--- src/rtl/sd_defs.sv ---
// Shared definitions for the sigma-delta chain: CIC order, accumulator width derivation and
// the bitstream-to-signed-unit mapping.
package sd_defs;

    localparam int unsigned CIC_ORDER = 3;

    // One bit of growth per stage per decimation bit, plus sign and headroom for +/-DECIM**N.
    function automatic int unsigned cic_acc_w(input int unsigned log2_decim);
        return CIC_ORDER * log2_decim + 2;
    endfunction

    function automatic logic signed [1:0] bit_to_pm1(input logic b);
        return b ? 2'sb01 : 2'sb11;
    endfunction

endpackage

--- src/rtl/cic_integrator.sv ---
// Single wrapping CIC integrator stage: acc += in on every enabled cycle, modulo 2**W.
module cic_integrator #(
    parameter int unsigned W = 20
) (
    input  logic                clk,
    input  logic                reset,
    input  logic                en_i,
    input  logic signed [W-1:0] in_i,
    output logic signed [W-1:0] acc_o
);

    logic signed [W-1:0] acc_q;
    logic signed [W-1:0] acc_d;

    always_comb begin
        acc_d = acc_q;
        if (en_i) begin
            acc_d = acc_q + in_i;
        end
    end

    always_ff @(posedge clk or negedge reset) begin
        if (!reset) begin
            acc_q <= '0;
        end else begin
            acc_q <= acc_d;
        end
    end

    assign acc_o = acc_q;

endmodule

--- src/rtl/sd_cic_decimator.sv ---
// Third-order CIC decimator for a 1-bit sigma-delta bitstream; emits one signed sample per
// 2**LOG2_DECIM qualified input bits with a single-cycle valid strobe after warm-up.
module sd_cic_decimator
    import sd_defs::*;
#(
    parameter  int unsigned LOG2_DECIM = 6,
    localparam int unsigned ACC_W      = cic_acc_w(LOG2_DECIM)
) (
    input  logic                    clk,
    input  logic                    reset,
    input  logic                    sd_en,
    input  logic                    sd_in,
    output logic signed [ACC_W-1:0] out_data,
    output logic                    out_valid
);

    logic signed [1:0]       pm;
    logic signed [ACC_W-1:0] x;
    logic signed [ACC_W-1:0] i1, i2, i3;

    always_comb begin
        pm = bit_to_pm1(sd_in);
        x  = {{(ACC_W-2){pm[1]}}, pm};
    end

    cic_integrator #(.W(ACC_W)) u_int1 (
        .clk   (clk),
        .reset (reset),
        .en_i  (sd_en),
        .in_i  (x),
        .acc_o (i1)
    );

    cic_integrator #(.W(ACC_W)) u_int2 (
        .clk   (clk),
        .reset (reset),
        .en_i  (sd_en),
        .in_i  (i1),
        .acc_o (i2)
    );

    cic_integrator #(.W(ACC_W)) u_int3 (
        .clk   (clk),
        .reset (reset),
        .en_i  (sd_en),
        .in_i  (i2),
        .acc_o (i3)
    );

    logic [LOG2_DECIM-1:0]   cnt_q, cnt_d;
    logic                    tick_q, tick_d;
    logic [1:0]              settle_q, settle_d;
    logic signed [ACC_W-1:0] s_d_q, s_d_d;
    logic signed [ACC_W-1:0] c1_d_q, c1_d_d;
    logic signed [ACC_W-1:0] c2_d_q, c2_d_d;
    logic signed [ACC_W-1:0] out_data_q, out_data_d;
    logic                    out_valid_q, out_valid_d;
    logic signed [ACC_W-1:0] c1, c2, c3;
    logic                    strobe;

    // Comb path wraps just like the integrators, so the difference stays exact.
    always_comb begin
        strobe = sd_en && (cnt_q == {LOG2_DECIM{1'b1}});
        cnt_d  = sd_en ? cnt_q + 1'b1 : cnt_q;
        tick_d = strobe;

        c1 = i3 - s_d_q;
        c2 = c1 - c1_d_q;
        c3 = c2 - c2_d_q;

        s_d_d       = s_d_q;
        c1_d_d      = c1_d_q;
        c2_d_d      = c2_d_q;
        out_data_d  = out_data_q;
        settle_d    = settle_q;
        out_valid_d = 1'b0;
        if (tick_q) begin
            s_d_d       = i3;
            c1_d_d      = c1;
            c2_d_d      = c2;
            out_data_d  = c3;
            out_valid_d = (settle_q == 2'd3);
            if (settle_q != 2'd3) begin
                settle_d = settle_q + 2'd1;
            end
        end
    end

    always_ff @(posedge clk or negedge reset) begin
        if (!reset) begin
            cnt_q       <= '0;
            tick_q      <= 1'b0;
            settle_q    <= '0;
            s_d_q       <= '0;
            c1_d_q      <= '0;
            c2_d_q      <= '0;
            out_data_q  <= '0;
            out_valid_q <= 1'b0;
        end else begin
            cnt_q       <= cnt_d;
            tick_q      <= tick_d;
            settle_q    <= settle_d;
            s_d_q       <= s_d_d;
            c1_d_q      <= c1_d_d;
            c2_d_q      <= c2_d_d;
            out_data_q  <= out_data_d;
            out_valid_q <= out_valid_d;
        end
    end

    assign out_data  = out_data_q;
    assign out_valid = out_valid_q;

endmodule
--- config.mk ---
export PLATFORM = sky130hd
export DESIGN_NAME = sd_cic_decimator
export DESIGN_NICKNAME = d
export VERILOG_FILES = /design/src/rtl/sd_defs.sv /design/src/rtl/cic_integrator.sv /design/src/rtl/sd_cic_decimator.sv
export SDC_FILE = /design/constraint.sdc
export NUM_CORES = 1
export LEC_CHECK = 0
export CAP_MARGIN = 30
export CORE_MARGIN = 4
export CORE_UTILIZATION = 60
export DETAILED_ROUTE_END_ITERATION = 10
export GPL_TIMING_DRIVEN = 0
export HOLD_SLACK_MARGIN = 0.05
export PLACE_DENSITY_LB_ADDON = 0.1
export SYNTH_ARGS = -nofsm -noshare
export SYNTH_HDL_FRONTEND = slang
export SYNTH_HIERARCHICAL = 1
export SYNTH_SLANG_ARGS = --single-unit
--- constraint.sdc ---
create_clock -name clk -period 6.3 [get_ports clk]
set_input_delay 0.945 -clock clk [delete_from_list [all_inputs] [get_ports clk]]
set_output_delay 0.945 -clock clk [all_outputs]
set_load 0.005 [all_outputs]
==> results.toml <==
[place]
dp_hpwl_um = 17600
gp_congestion = 0.861
place_ws_ps = 540
numPortBuffers = 24

[finish]
nNetsFinal = 1377
syn_to_final_growth_pct = 10.5
mostFrequentLayoutCells = "150 x dfrtp_1, 116 x ha_1, 103 x nand2_1, 95 x inv_1, 93 x a21oi_1"
nFillCells = 1462
final_common_cell = "dfrtp_1"
antennaDiodeCount = 0
drive_gt1_frac = 0.126
final_util = 0.685

[grt]
grt.overflow.total = 0
grt_max_degree = 98
grt_pass1_wl_um = 39700
gr-usage-all-layers = 0.223
antenna_found_initial = 0
grt_pass1_vias = 8761

[floorplan]
core_region_area_um2 = 18200
die_w_um = 145
io_pins = 25
num_rows = 49
die_h_um = 145
initial_utilization = 0.620
die_area_um2 = 21100

[yosys]
synth_edf_count = 0
yosys_warnings = 6
netlist_area_um2 = 11300
synth_top_area_frac = 0.332
syn-num-nets = 1333
synth_ff_type = "dfrtp_1"
ys_ff_latch = 150
syn_inst = 1207
ys_async_sr_fraction = 1.00
synth-seq-area-share = 0.332
avgSynthCellArea_um2 = 9.36
synth_top_cell_by_area = "dfrtp_1"
post_synth_num_cell_types = 74
synth_area_leaders = "dfrtp_1 33%, ha_1 13%, mux2_2 6.3%"

[worst_setup_path]
start_kind = "register"
criticalPathCategory = "register to register"
crit_required_ps = 6610
reg2reg_to = "out_data[19]$_DFFE_PN0P_"
r2r_slack_ps = 540
r2r-start = "u_int3/acc_o[0]$_DFFE_PN0P_"
arrival_ps = 6060
setup.worst_path.end_class = "register"
r2r_cells = 24
path_max_fanout = 6

[route]
drc = 0
dr.first_iter.drc_count = 291
routed_wirelength_um = 22800
ant_nets = 0
wl_per_cell_um = 15.3
dr.pass1.iters = 5
vias = 8699
detail_route.vias_per_cell = 5.83

[timing]
grt_setup_unrepaired = "no"
post-route-period-util = 0.914
fmax_mhz = 174
period_minus_slack_ps = 5760
hold_ws_ps = 473
max_slew_margin = 0.463
finalSetupViolCount = 0
slew_viol_final = 0
setup_slack_ps = 543
finalSetupTns_ps = 0
hold_viol_final = 0
worst_pin_slew_ps = 805
worst_clock_skew_ps = 9.33

[cts]
ctsRootBufferMaster = "clkbuf_16"
h-tree-depth = 4
clkSlewWorstSetupHoldPaths_ps = 60
cts_sinks = 150
insertion_delay_ps = 420
post_cts_buffers = 0
numCtsBuffers = 17
clockBufferDepth = 2
cts_tree = "built"

[min_path]
hold_class = "input pin to asynchronous set/reset pin"

[job]
cap_violations = 0

[status]
status = "finished clean"
## metrics by stage
| step | instance area, um2 | cells |
|---|---|---|
| after global placement | 11800 | 1460 |
| after CTS | 12500 | 1492 |
| after global routing | 12500 | 1492 |
| after floorplan | 11300 | 1207 |
| after detailed placement | 11800 | 1461 |
| final | 12500 | 1492 |
## layer usage
layer	global-route usage	share of wire	up-vias
met5	0	0	-
met4	0.0774	0.021	0
met3	0.0359	0.022	33
met2	0.420	0.52	101
met1	0.255	0.44	4117
li1	-	-	4448
## how the worst max path moves through the flow
stage                                               to                         from  cells after the start
after floorplan               out_data[18]$_DFFE_PN0P_  u_int3/acc_o[0]$_DFFE_PN0P_                     24
after global placement    u_int1/acc_o[17]$_DFFE_PN0P_                        reset                      1
after detailed placement      out_data[19]$_DFFE_PN0P_  u_int3/acc_o[0]$_DFFE_PN0P_                     24
after CTS                     out_data[19]$_DFFE_PN0P_  u_int3/acc_o[0]$_DFFE_PN0P_                     24
after global routing          out_data[19]$_DFFE_PN0P_  u_int3/acc_o[0]$_DFFE_PN0P_                     24
final                         out_data[19]$_DFFE_PN0P_  u_int3/acc_o[0]$_DFFE_PN0P_                     24
## cell usage after synthesis (4+ instances only)
cell        n
o21bai_1   10
mux2_2     63
a211oi_1   12
nand4_1    11
fa_1        6
nand2_1   103
xnor2_1    64
clkbuf_1   25
a211oi_2    6
a211o_1     4
ha_1      116
o21ai_0    78
o31ai_2     6
a31oi_1    11
inv_1      95
o221ai_1    4
buf_2       4
o21ai_2     5
o21a_1     14
a41o_1      4
a21o_1     42
nand2b_1   16
dfrtp_1   150
a21oi_2    14
a221oi_1    6
nor3_1     21
nor2_1     54
or3_1       7
a21oi_1    93
and2_1      5
nand3_1    29
and3_1     12
nor2b_1     7
mux2i_1     6
o21ai_1    14
xor2_1     28
## critical path, cell delays in order (launching register included)
cell and delay, ps:
dfrtp_1 390, inv_1 60, ha_1 220, fa_1 410, nor2b_1 140, o21ai_1 80
a21oi_1 260, o21a_1 160, nor2_1 50, xnor2_1 200, ha_1 340, a2111oi_1 410
a21oi_1 190, a221o_1 430, xnor2_1 250, ha_1 330, a21o_1 180, a21o_1 170
a21oi_1 260, nor2b_1 90, a41oi_2 230, a31oi_1 180, xor2_1 190, xnor2_1 140
mux2_2 260
## registers in the layout (all words and copies together), names as in the netlist
| signal | count |
|---|---|
| settle_q | 2 |
| u_int3/acc_o | 20 |
| s_d_q | 20 |
| out_data | 20 |
| c2_d_q | 20 |
| u_int2/acc_o | 20 |
| u_int1/acc_o | 20 |
| cnt_q | 6 |
| c1_d_q | 20 |
| out_valid | 1 |
| tick_q | 1 |
## layout make-up
class / count / area, um2 / area share
Multi-Input combinational cell: 928 / 7050 / 0.565
Sequential cell: 150 / 3750 / 0.301
Buffer: 32 / 140 / 0.0112
Clock inverter: 8 / 148 / 0.0118
Inverter: 97 / 364 / 0.0292
Tap cell: 229 / 287 / 0.0230
Clock buffer: 23 / 468 / 0.0375
Timing Repair Buffer: 25 / 269 / 0.0216
## logic make-up after synthesis
kind of cell               count (synthesis)  share of synthesized area
xor gates and xnor gates                  93                     0.0736
DFF                                      150                      0.332
other                                      1                   0.000332
AOI/OAI and AO/OA                        363                      0.223
buffers and inverters                    129                     0.0447
muxes                                     70                     0.0695
and+or+nand+nor                          279                      0.117
adders and majority gates                122                      0.139
## timing repair
action | CTS | global route
hold buffers | 0 | 0
endpoints found under the setup margin | 0 | 1
gates resized for setup | 0 | 3
Power is left out: the tool's default activity adds up to more than one toggle a clock period on the data nets, which glitch-free logic cannot reach.
==> variant 1: new RTL, same settings <==
Set the parameter `LOG2_DECIM` to 4 (it was 6).
--- a/src/rtl/sd_cic_decimator.sv
+++ b/src/rtl/sd_cic_decimator.sv
@@ -4,5 +4,5 @@
     import sd_defs::*;
 #(
-    parameter  int unsigned LOG2_DECIM = 6,
+    parameter  int unsigned LOG2_DECIM = 4,
     localparam int unsigned ACC_W      = cic_acc_w(LOG2_DECIM)
 ) (
Interface: changed (resized out_data); port bits go from 25 to 19. The function was not compared with the original's and may differ.
==> variant 1 against the unedited design <==
  * Routed wire length fell by 33%
  * Maximum frequency rose by 9.3%
  * Cell area decreased by 33%
  * Count of clock-buffer cells in the layout shrank 11
  * Worst setup slack improved by 490 ps
  * Sequential cell count fell by 44
  * Core utilization shrank 0.43 points
  * Critical path type unchanged
  * Critical path depth stayed put
  * Synthesized area down 32%
Power is left out: the tool's default activity adds up to more than one toggle a clock period on the data nets, which glitch-free logic cannot reach.
==> variant 1: results (changes against the unedited design) <==
HP Class=register to register; post_cts resized=0 (unchanged); Top FF cell, synth=dfrtp_1; Hold Startpoint=cnt_q[3]$_DFFE_PN0P_; Pre-Repair DR Iteration Count=4 (-1); worst-path maximum fanout=7 (+1); Hold Crit Depth=1; critical path class=register to register; Hold Crit Endpoint=cnt_q[3]$_DFFE_PN0P_; hold slack final=473.7 ps (+0.4260 ps); vias in the first global route=5,832 (-33%); Adder-Cell Fraction of Synth Area=0.1470 (+0.007789); post-synthesis xor/xnor area fraction=0.07299 (-0.0005867); Post-synth top cells=dfrtp_1 (106), ha_1 (80), inv_1 (69); largest cells by area after synthesis=dfrtp_1 (35%), ha_1 (13%), mux2_2 (6.2%); compound-cell area share of the yosys netlist=0.2009 (-0.02257); Clk Tree Root Cell=clkbuf_16; Clk pin slew, worst setup/hold paths=70 ps; Final nets=912 (-34%); Vias/cell=5.798 (-0.56%); Post-CTS Setup Repair Bufs=0 (unchanged); first-pass GRT wire length=26,120 um (-34%); CP max-delay cell=dfrtp_1; GRT Overall Usage=0.2176 (-0.004995); dpl hpwl=11,660 um (-34%); CP peak stage delay=410 ps (-20 ps); Clock Latency Late Sink=350 ps (-70 ps); initial antenna violation count=0 (unchanged); Inserted Diodes=0 (unchanged); Ys Warns=6 (unchanged); Iter 0 DRT Violations=330 (+13%); CTS Buffer Depth=2 (unchanged); arrival time worst endpoint=5500 ps (-560 ps); syn nets=882 (-34%); mux cell area share after synthesis=0.07446 (+0.004989); Crit Reg-Reg Startpoint=u_int3/acc_o[0]$_DFFE_PN0P_; PortBufs=18 (-25%); end of the critical path=out_data[13]$_DFFE_PN0P_; largest net degree at the start of global routing=57 (-42%); H-tree depth reported by CTS=3 (-1); RD Place Congestion=0.8960 (+4.0%); fraction of registers with async set or reset after synthesis=1.000 (unchanged); Worst Max-Slew Pin Slew=922.7 ps (+117.8 ps); post-synthesis sequential area ratio=0.3477 (+0.01530); layout filler cell count=980 (-33%); routed len/inst=15.29 um (+0.18%); status=complete, no violations; internal reg-to-reg setup slack=1030 ps (+490 ps); layout cells sized above 1=0.1199 (-0.006036); largest delay contributor family on the critical path=compound AO/OA/AOI/OAI gates; FF-to-FF path depth=24 (unchanged); library cells used by synthesis=66 (-11%); clk_skew=3.302 ps (-6.026 ps); cts bufs inserted=9 (-8)
[variant 1: cell type report]
| cell class | instances | area [um^2] | share of cell area |
|---|---|---|---|
| repair buffers | 19 | 205.2 | 0.02468 |
| inverters | 69 | 259.0 | 0.03115 |
| clock buffers | 12 | 256.5 | 0.03085 |
| flip-flops and latches | 106 | 2653 | 0.3190 |
| clock inverters | 3 | 15.01 | 0.001806 |
| well taps | 168 | 210.2 | 0.02528 |
| plain buffers | 18 | 85.08 | 0.01023 |
| multi-input cells | 599 | 4632 | 0.5570 |
[variant 1: stage by stage]
step	std cells	cell area, um^2	setup slack, ps
detailed placement	979	8044	1131
floorplan	792	7629	1733
CTS	994	8315	1060
global route	994	8315	608.4
global placement	978	8019	187.5
finish	994	8315	1032
[variant 1: routing by layer]
metal | vias to the layer above | track usage | wire (um)
met3 | 25 | 0.04584 | 403
met4 | 0 | 0.06586 | 269
met1 | 2795 | 0.2393 | 6360
met2 | 81 | 0.4163 | 8163
li1 | 2862 | - | -
met5 | - | 0 | 0
==> variant 2: new RTL, same flow settings <==
Made on the original files. Make the reset (`reset`) synchronous in 2 clocked blocks.
--- a/src/rtl/cic_integrator.sv
+++ b/src/rtl/cic_integrator.sv
@@ -20,5 +20,5 @@
     end
 
-    always_ff @(posedge clk or negedge reset) begin
+    always_ff @(posedge clk) begin
         if (!reset) begin
             acc_q <= '0;
--- a/src/rtl/sd_cic_decimator.sv
+++ b/src/rtl/sd_cic_decimator.sv
@@ -87,5 +87,5 @@
     end
 
-    always_ff @(posedge clk or negedge reset) begin
+    always_ff @(posedge clk) begin
         if (!reset) begin
             cnt_q       <= '0;
Behaviour: no difference found for any inputs over 10 cycles, from zero or initial values and one cycle with reset low; that may be too few to reach the edited logic, so the function may still have changed.
==> variant 2 against the unedited design <==
  * Core utilization fell by 0.52 points
  * Routed wire length rose by 31%
  * Sequential cell count did not move
  * Highest routed layer unchanged
  * Critical path type unchanged
  * Cell area rose by 3.0%
  * Non-clock buffer count rose by 29
  * Synthesized area rose by 3.3%
  * Global-route usage rose by 5.2 points
  * Worst setup slack got worse by 56 ps
==> variant 2: results (changes against the unedited design) <==
M3 GR Usage=0.04047 (+0.004607); Crit Reg-Reg Startpoint=u_int3/acc_o[0]$_SDFFE_PN0P_; mean post-synth cell area=8.104 um^2 (-13%); final std cells w/o fill=1,757 (+18%); layout cells sized above 1=0.05812 (-0.06777); WL met2=15,070 um (+27%); syn nets=1,566 (+17%); Vias/cell=6.196 (+6.3%); WL final=29,900 um (+31%); RR Endpoint=out_data[19]$_SDFFE_PN0P_; status=complete, no violations; Post-synth top cells=dfxtp_1 (150), nor2_1 (139), ha_1 (116); arrival time worst endpoint=6140 ps (+80 ps); fraction of registers with async set or reset after synthesis=0 (-1.000); CP max-delay cell=fa_1; first-pass GRT wire length=49,480 um (+25%); largest cells by area after synthesis=dfxtp_1 (26%), ha_1 (12%), mux2i_1 (6.3%); Met1 Routed Length=12,410 um (+25%); clk_skew=10.77 ps (+1.441 ps); library cells used by synthesis=72 (-2.7%); Clock Latency Late Sink=440 ps (+20 ps); post-synthesis xor/xnor area fraction=0.04342 (-0.03015); vias in the first global route=10,330 (+18%); Placement Cell Area=0.01224 mm^2 (+3.3%); compound-cell area share of the yosys netlist=0.2366 (+0.01313)
variant 2: report_power, final:
group | total (mW) | switching, mW | internal [mW]
clock network | 1.04 | 0.476 | 0.565
registers | 1.06 | 0.0651 | 0.996
logic | 2.80 | 1.59 | 1.20
total | 4.90 | 2.14 | 2.77
variant 2: per-stage QoR:
step                      setup slack (ps)  hold slack, ps
after global placement               338.1           451.3
after detailed placement             253.1           446.3
final                                486.7           466.8
after floorplan                       1019           427.1
after CTS                            186.1           465.6
after global routing                 23.18           474.5
variant 2: final cells by class:
cell class | instances | area (um^2)
clock buffer | 18 | 429.2
inverter | 93 | 349.1
fill | 1633 | 6043
tap | 260 | 325.3
sequential | 150 | 3003
multi-input combinational | 1136 | 8087
timing repair buffer | 25 | 247.7
buffer | 61 | 255.2
clock inverter | 14 | 153.9
